--- config.mk ---
export PLATFORM = sky130hd
export DESIGN_NAME = mem_port_arbiter_flat
export DESIGN_NICKNAME = d
export VERILOG_FILES = /design/src/rtl/mem_port_arbiter_if.sv /design/src/rtl/mem_port_arbiter.sv /design/src/flat_wrapper.sv
export SDC_FILE = /design/constraint.sdc
export NUM_CORES = 1
export LEC_CHECK = 0
export ABC_CLOCK_PERIOD_IN_PS = 2000
export BUFFER_PORTS_ARGS = -buffer_cell sky130_fd_sc_hd__buf_2
export CAP_MARGIN = 20
export CELL_PAD_IN_SITES_DETAIL_PLACEMENT = 1
export CELL_PAD_IN_SITES_GLOBAL_PLACEMENT = 1
export CORE_ASPECT_RATIO = 0.5
export CORE_UTILIZATION = 31
export CTS_CLUSTER_DIAMETER = 200
export DETAILED_ROUTE_END_ITERATION = 10
export PLACE_DENSITY = 0.77
export SETUP_SLACK_MARGIN = 0.02
export SYNTH_ARGS = -nofsm -noshare
export SYNTH_HDL_FRONTEND = slang
export SYNTH_SLANG_ARGS = --single-unit
--- constraint.sdc ---
create_clock -name clk -period 2 [get_ports clk]
set_input_delay 0.3 -clock clk [delete_from_list [all_inputs] [get_ports clk]]
set_output_delay 0.3 -clock clk [all_outputs]
set_load 0.03 [all_outputs]
--- src/rtl/mem_port_arbiter_if.sv ---
// ---------------------------------------------------------------------------
// mem_port_arbiter_if
// Bundles the two requester handshakes and the shared memory port of
// mem_port_arbiter.
//   slave  modport : arbiter view (requests/memory data in, acks/strobes out)
//   master modport : environment view (drives requests and memory read data)
// Signals:
//   m0_req/m0_we/m0_addr/m0_wdata, m0_ack : master 0 (control unit)
//   m1_req/m1_we/m1_addr/m1_wdata, m1_ack : master 1 (loader / DMA)
//   rdata, gnt, busy                      : shared status back to masters
//   mem_rd, mem_wr, mem_addr, mem_wdata   : memory strobes and latched bus
//   mem_rdata                             : memory read data
// ---------------------------------------------------------------------------
interface mem_port_arbiter_if #(
    parameter int AW = 16,
    parameter int DW = 16
);
    logic          m0_req;
    logic          m0_we;
    logic [AW-1:0] m0_addr;
    logic [DW-1:0] m0_wdata;
    logic          m0_ack;
    logic          m1_req;
    logic          m1_we;
    logic [AW-1:0] m1_addr;
    logic [DW-1:0] m1_wdata;
    logic          m1_ack;
    logic [DW-1:0] rdata;
    logic [1:0]    gnt;
    logic          busy;
    logic          mem_rd;
    logic          mem_wr;
    logic [AW-1:0] mem_addr;
    logic [DW-1:0] mem_wdata;
    logic [DW-1:0] mem_rdata;

    modport slave (
        input  m0_req, m0_we, m0_addr, m0_wdata,
        input  m1_req, m1_we, m1_addr, m1_wdata,
        input  mem_rdata,
        output m0_ack, m1_ack, rdata, gnt, busy,
        output mem_rd, mem_wr, mem_addr, mem_wdata
    );

    modport master (
        output m0_req, m0_we, m0_addr, m0_wdata,
        output m1_req, m1_we, m1_addr, m1_wdata,
        output mem_rdata,
        input  m0_ack, m1_ack, rdata, gnt, busy,
        input  mem_rd, mem_wr, mem_addr, mem_wdata
    );
endinterface

--- src/rtl/mem_port_arbiter.sv ---
// ---------------------------------------------------------------------------
// mem_port_arbiter
// Shares one memory port between master 0 (control unit data/fetch path) and
// master 1 (program loader / DMA). A granted access holds mem_rd or mem_wr for
// MEM_LAT cycles, then pulses the owner's ack for one cycle with read data in
// rdata. All outputs are registered.
// Ports:
//   clk   : system clock, rising edge
//   reset : asynchronous, active-high reset
//   bus   : mem_port_arbiter_if.slave (requests, acks, status, memory port)
// Parameters: AW address width, DW data width, MEM_LAT strobe cycles (1..15).
// Build option: define RR_PRIORITY_EN for round-robin arbitration; otherwise
// master 0 has fixed priority over master 1.
// ---------------------------------------------------------------------------
module mem_port_arbiter #(
    parameter int AW      = 16,
    parameter int DW      = 16,
    parameter int MEM_LAT = 2
) (
    input  logic                    clk,
    input  logic                    reset,
    mem_port_arbiter_if.slave       bus
);

    typedef enum logic [1:0] {
        IDLE   = 2'b00,
        ACCESS = 2'b01,
        ACK    = 2'b10
    } state_t;

    // Counter starts at MEM_LAT-1 so the strobes stay up for MEM_LAT cycles.
    localparam logic [3:0] CNT_LOAD = 4'(MEM_LAT - 1);

    state_t        state_r, state_s;
    logic [3:0]    cnt_r, cnt_s;
    logic          we_r, we_s;
    logic [1:0]    gnt_r, gnt_s;
    logic          m0_ack_r, m0_ack_s;
    logic          m1_ack_r, m1_ack_s;
    logic [DW-1:0] rdata_r, rdata_s;
    logic          busy_r, busy_s;
    logic          mem_rd_r, mem_rd_s;
    logic          mem_wr_r, mem_wr_s;
    logic [AW-1:0] mem_addr_r, mem_addr_s;
    logic [DW-1:0] mem_wdata_r, mem_wdata_s;
    logic          pick_m1_s;

`ifdef RR_PRIORITY_EN
    // 1 = master 1 was served last; resets to 1 so master 0 wins the first tie.
    logic          last_r;

    // Last-owner register, updated when an access is acknowledged.
    always_ff @(posedge clk or posedge reset) begin
        if (reset) begin
            last_r <= 1'b1;
        end else if (state_r == ACK) begin
            last_r <= gnt_r[1];
        end else begin
            last_r <= last_r;
        end
    end

    // Round-robin winner: a lone requester wins, a tie goes to the master not served last.
    always_comb begin
        pick_m1_s = 1'b0;
        if (bus.m0_req && bus.m1_req) begin
            pick_m1_s = ~last_r;
        end else begin
            pick_m1_s = bus.m1_req;
        end
    end
`else
    // Fixed-priority winner: master 1 only when master 0 is not requesting.
    always_comb begin
        pick_m1_s = 1'b0;
        if (bus.m0_req) begin
            pick_m1_s = 1'b0;
        end else begin
            pick_m1_s = bus.m1_req;
        end
    end
`endif

    // Next-state and next-output logic for the IDLE/ACCESS/ACK sequence.
    always_comb begin
        state_s     = state_r;
        cnt_s       = cnt_r;
        we_s        = we_r;
        gnt_s       = gnt_r;
        m0_ack_s    = 1'b0;
        m1_ack_s    = 1'b0;
        rdata_s     = rdata_r;
        busy_s      = busy_r;
        mem_rd_s    = mem_rd_r;
        mem_wr_s    = mem_wr_r;
        mem_addr_s  = mem_addr_r;
        mem_wdata_s = mem_wdata_r;

        case (state_r)
            IDLE: begin
                if (bus.m0_req || bus.m1_req) begin
                    if (pick_m1_s) begin
                        gnt_s       = 2'b10;
                        we_s        = bus.m1_we;
                        mem_addr_s  = bus.m1_addr;
                        mem_wdata_s = bus.m1_wdata;
                    end else begin
                        gnt_s       = 2'b01;
                        we_s        = bus.m0_we;
                        mem_addr_s  = bus.m0_addr;
                        mem_wdata_s = bus.m0_wdata;
                    end
                    mem_rd_s = ~we_s;
                    mem_wr_s = we_s;
                    cnt_s    = CNT_LOAD;
                    busy_s   = 1'b1;
                    state_s  = ACCESS;
                end else begin
                    state_s = IDLE;
                end
            end
            ACCESS: begin
                if (cnt_r == 4'd0) begin
                    // Last access cycle: memory data is valid now, capture reads only.
                    if (!we_r) begin
                        rdata_s = bus.mem_rdata;
                    end else begin
                        rdata_s = rdata_r;
                    end
                    mem_rd_s = 1'b0;
                    mem_wr_s = 1'b0;
                    m0_ack_s = gnt_r[0];
                    m1_ack_s = gnt_r[1];
                    state_s  = ACK;
                end else begin
                    cnt_s = cnt_r - 4'd1;
                end
            end
            ACK: begin
                gnt_s   = 2'b00;
                busy_s  = 1'b0;
                state_s = IDLE;
            end
            default: begin
                gnt_s    = 2'b00;
                busy_s   = 1'b0;
                mem_rd_s = 1'b0;
                mem_wr_s = 1'b0;
                cnt_s    = 4'd0;
                state_s  = IDLE;
            end
        endcase
    end

    // State and output registers; reset clears everything immediately.
    always_ff @(posedge clk or posedge reset) begin
        if (reset) begin
            state_r     <= IDLE;
            cnt_r       <= 4'd0;
            we_r        <= 1'b0;
            gnt_r       <= 2'b00;
            m0_ack_r    <= 1'b0;
            m1_ack_r    <= 1'b0;
            rdata_r     <= {DW{1'b0}};
            busy_r      <= 1'b0;
            mem_rd_r    <= 1'b0;
            mem_wr_r    <= 1'b0;
            mem_addr_r  <= {AW{1'b0}};
            mem_wdata_r <= {DW{1'b0}};
        end else begin
            state_r     <= state_s;
            cnt_r       <= cnt_s;
            we_r        <= we_s;
            gnt_r       <= gnt_s;
            m0_ack_r    <= m0_ack_s;
            m1_ack_r    <= m1_ack_s;
            rdata_r     <= rdata_s;
            busy_r      <= busy_s;
            mem_rd_r    <= mem_rd_s;
            mem_wr_r    <= mem_wr_s;
            mem_addr_r  <= mem_addr_s;
            mem_wdata_r <= mem_wdata_s;
        end
    end

    assign bus.m0_ack    = m0_ack_r;
    assign bus.m1_ack    = m1_ack_r;
    assign bus.rdata     = rdata_r;
    assign bus.gnt       = gnt_r;
    assign bus.busy      = busy_r;
    assign bus.mem_rd    = mem_rd_r;
    assign bus.mem_wr    = mem_wr_r;
    assign bus.mem_addr  = mem_addr_r;
    assign bus.mem_wdata = mem_wdata_r;

endmodule

--- src/flat_wrapper.sv ---
// flat-port wrapper written by rule: the top's interface ports become plain ports
module mem_port_arbiter_flat 
#(
    parameter int AW      = 16,
    parameter int DW      = 16,
    parameter int MEM_LAT = 2
)
  (clk, reset, bus_m0_req, bus_m0_we, bus_m0_addr, bus_m0_wdata, bus_m1_req, bus_m1_we, bus_m1_addr, bus_m1_wdata, bus_mem_rdata, bus_m0_ack, bus_m1_ack, bus_rdata, bus_gnt, bus_busy, bus_mem_rd, bus_mem_wr, bus_mem_addr, bus_mem_wdata);
  mem_port_arbiter_if #(.AW(AW), .DW(DW)) bus_i ();
  input  logic clk;
  input  logic reset;
  input wire logic [$bits(bus_i.m0_req)-1:0] bus_m0_req;
  input wire logic [$bits(bus_i.m0_we)-1:0] bus_m0_we;
  input wire logic [$bits(bus_i.m0_addr)-1:0] bus_m0_addr;
  input wire logic [$bits(bus_i.m0_wdata)-1:0] bus_m0_wdata;
  input wire logic [$bits(bus_i.m1_req)-1:0] bus_m1_req;
  input wire logic [$bits(bus_i.m1_we)-1:0] bus_m1_we;
  input wire logic [$bits(bus_i.m1_addr)-1:0] bus_m1_addr;
  input wire logic [$bits(bus_i.m1_wdata)-1:0] bus_m1_wdata;
  input wire logic [$bits(bus_i.mem_rdata)-1:0] bus_mem_rdata;
  output wire logic [$bits(bus_i.m0_ack)-1:0] bus_m0_ack;
  output wire logic [$bits(bus_i.m1_ack)-1:0] bus_m1_ack;
  output wire logic [$bits(bus_i.rdata)-1:0] bus_rdata;
  output wire logic [$bits(bus_i.gnt)-1:0] bus_gnt;
  output wire logic [$bits(bus_i.busy)-1:0] bus_busy;
  output wire logic [$bits(bus_i.mem_rd)-1:0] bus_mem_rd;
  output wire logic [$bits(bus_i.mem_wr)-1:0] bus_mem_wr;
  output wire logic [$bits(bus_i.mem_addr)-1:0] bus_mem_addr;
  output wire logic [$bits(bus_i.mem_wdata)-1:0] bus_mem_wdata;
  assign bus_i.m0_req = bus_m0_req;
  assign bus_i.m0_we = bus_m0_we;
  assign bus_i.m0_addr = bus_m0_addr;
  assign bus_i.m0_wdata = bus_m0_wdata;
  assign bus_i.m1_req = bus_m1_req;
  assign bus_i.m1_we = bus_m1_we;
  assign bus_i.m1_addr = bus_m1_addr;
  assign bus_i.m1_wdata = bus_m1_wdata;
  assign bus_i.mem_rdata = bus_mem_rdata;
  assign bus_m0_ack = bus_i.m0_ack;
  assign bus_m1_ack = bus_i.m1_ack;
  assign bus_rdata = bus_i.rdata;
  assign bus_gnt = bus_i.gnt;
  assign bus_busy = bus_i.busy;
  assign bus_mem_rd = bus_i.mem_rd;
  assign bus_mem_wr = bus_i.mem_wr;
  assign bus_mem_addr = bus_i.mem_addr;
  assign bus_mem_wdata = bus_i.mem_wdata;
  mem_port_arbiter #(.AW(AW), .DW(DW), .MEM_LAT(MEM_LAT)) u_core (.clk(clk), .reset(reset), .bus(bus_i));
endmodule
==> impl_metrics.tcl <==
set metrics [dict create \
    synth-seq-cells 62 \
    drive_gt1_frac 0.520 \
    path_cells "inv_2 > ha_4 > or3b_4 > or3_4 > clkbuf_16 > mux2_4" \
    ioPinCount 141 \
    final_area_sq_um 4060 \
    synthToLayoutAreaGrowth_pct 44.7 \
    cp_top_family "simple AND/OR/NAND/NOR gates" \
    fin_ws_ns -0.0144 \
    skew_ns 0.00459 \
    synth_top_area_frac 0.553 \
    grt_use_total 0.177 \
    met1_usage 0.200 \
    cts_buffers 9 \
    grt_antenna_before_repair 0 \
    dp_worst_setup_slack_ns 0.0149 \
    die-area_sq_um 9460 \
    final.min_clock_period_ns 2.01 \
    clock-sinks 62 \
    p_leak_nw 2.10 \
    placed_cell_area_sq_um 3640 \
    instances_no_fill 500 \
    crit_slowest_cell "or3_4" \
    yosys-top-cells-area "dfrtp_1 (55%), mux2i_1 (7.8%), mux2_4 (5.3%)" \
    finalWirelength_um 8070 \
    power.density_nw_per_um2 1810 \
    n_antenna_cell 0 \
    drt_first_pass_iters 7 \
    min_from "bus_mem_rdata[4]" \
    synth.distinct_cells 37 \
    initial_core_util 0.321 \
    finalPower_mw 7.36 \
    ys.flop_type "dfrtp_1" \
    dp_hpwl_um 5620 \
    synth_enable_flop_cells 0 \
    layout_common_cells "buf_2 (141), dfrtp_1 (62), a31oi_1 (23), a21oi_1 (23), mux2i_1 (22)" \
    grt_pass1_wl_um 12900 \
    grt_use_met3 0.0380 \
    die_w_um 137 \
    hold_violations 0 \
    core_sq_um 8740 \
    max_freq_mhz 496 \
    drc 4 \
    drv_slew 0 \
    die_y_um 69.3 \
    grt_max_degree 46 \
    clk_transition_reported_paths_ns 0.06 \
    syn_area_sq_um 2810 \
    maxSlewHeadroom 0.364 \
    required_ns 2.21 \
    cts_root_buf "clkbuf_16" \
    cts_tree "done" \
    io_buffer_count 140 \
    cp_max_fo 8 \
    ctsHtreeMaxLevel 3 \
    cap_violations 0 \
    worst-path-buf-inv 2 \
    crit_type "reg2reg" \
    met2_usage 0.332 \
    grt.busiest_layer "met2" \
    seq_area_frac_synth 0.553 \
    ir_drop_mv 0.694 \
    place_congestion 0.767 \
    status "finished with violations" \
    placed_cells 477 \
    clk_path_buf_depth 2 \
    timing.final.crit_share 1.01 \
    layout_commonest_cell "buf_2" \
    synth_nets 319 \
    rows 24 \
    wl_per_cell_um 16.1 \
    nets 466 \
    worst_slew_pin_slew_ns 0.953 \
    hold_path_class "in2reg" \
    viasPerCell 4.90 \
    timing.rr.start "u_core.cnt_r[1]" \
    slowest_delay_ns 0.43 \
    critPathLaunch "u_core.cnt_r[1]" \
    synth_warnings 0 \
    antenna_left 0 \
    via_count 2451 \
    rsz0062_at_grt "yes" \
    start_kind "flip-flop" \
    synth_top_cell_by_area "dfrtp_1" \
    avgSynthCellArea_sq_um 12.1 \
    hold_slack_ns 0.203 \
    drt-initial-drc-count 103 \
    grt_overflow 0 \
    violations "design-rule violations, negative setup slack" \
    setup-violations-final 9 \
    netlist_instances 231 \
    clock_latency_ns 0.32 \
    arrival_ns 2.23 \
    critPathCaptureType "flip-flop" \
    first_global_vias 2559 \
    async_flop_share 1.00 \
]
[cell usage after synthesis (all sizes together) (2+ instances only)]
master and n:
a221o 11, clkbuf 14, mux2i 22, a31oi 23
ha 2, or3 2, nor2 4, mux2 16
and2 11, nor2b 2, nand2 3, nand2b 3
o21ai 2, o2bb2ai 2, nor3b 2, a21oi 23
and3 3, dfrtp 62, o22ai 2, inv 5
nor3 2, buf 6
[metal layers]
layer | up-vias | wire length, um
li1 | 1153 | -
met1 | 1235 | 3320
met2 | 55 | 4380
met3 | 8 | 272
met4 | 0 | 103
met5 | - | 0
[timing repair]
| action | in CTS | in global routing |
|---|---|---|
| hold endpoints to repair | 17 | 0 |
| gates cloned | 0 | 1 |
| endpoints found under the setup margin | 16 | 16 |
| gates resized for setup | 1 | 4 |
| hold buffers | 1 | 0 |
| pin swaps | 0 | 2 |
| buffers inserted | 2 | 3 |
[layout make-up]
| class | instances | area [sq um] |
|---|---|---|
| Inverter | 5 | 18.8 |
| Fill cell | 984 | 4680 |
| Timing Repair Buffer | 156 | 863 |
| Multi-Input combinational cell | 144 | 1160 |
| Sequential cell | 62 | 1550 |
| Tap cell | 117 | 146 |
| Clock inverter | 7 | 97.6 |
| Clock buffer | 9 | 225 |
[flip-flops by register name, summed over array words and instances (netlist names)]
name	cells
u_core.bus.mem_rd	1
u_core.bus.m1_ack	1
u_core.cnt_r	4
u_core.we_r	1
u_core.bus.gnt	2
u_core.bus.mem_addr	16
u_core.bus.mem_wdata	16
u_core.bus.busy	1
u_core.bus.rdata	16
u_core.bus.m0_ack	1
u_core.state_r	2
u_core.bus.mem_wr	1
[stage by stage]
step,setup TNS (ns),utilization
4_1_cts,0,0.457
5_1_grt,-0.395,0.465
6_report,-0.0538,0.465
3_3_place_gp,0,0.417
2_1_floorplan,-0.903,-
3_5_place_dp,0,0.417
[path summary, 6_finish.rpt]
kind / end / slack [ns] / cells past startpoint
max: u_core.bus.rdata[4] / -0.01 / 6
min in group asynchronous: u_core.bus.rdata[3] / 0.53 / 3
min reg2reg: u_core.bus.mem_wr / 0.50 / 1
min: u_core.bus.rdata[4] / 0.20 / 2
max in group asynchronous: u_core.bus.mem_addr[8] / 0.89 / 4
max reg2reg: u_core.bus.rdata[4] / -0.01 / 6
[logic make-up after synthesis]
logic type | Yosys count | share of synthesized area
and+or+nand+nor | 35 | 0.0736
DFF | 62 | 0.553
muxes | 38 | 0.156
buffers and inverters | 25 | 0.0428
AOI/OAI and AO/OA | 69 | 0.166
adders and majority gates | 2 | 0.00892
[report_power, final]
part	leakage [nW]	switching (mW)	internal [mW]	total (mW)
clock network	0.152	0.579	1.09	1.67
logic	1.22	2.19	1.28	3.47
registers	0.726	0.357	1.86	2.22
[worst reg2reg max path, stage by stage, from the launching register on]
cell and delay, ns:
dfrtp_1 0.40, inv_2 0.09, ha_4 0.13, or3b_4 0.37, or3_4 0.43, clkbuf_16 0.18, mux2_4 0.29
Power figures use the tool's default switching activity.
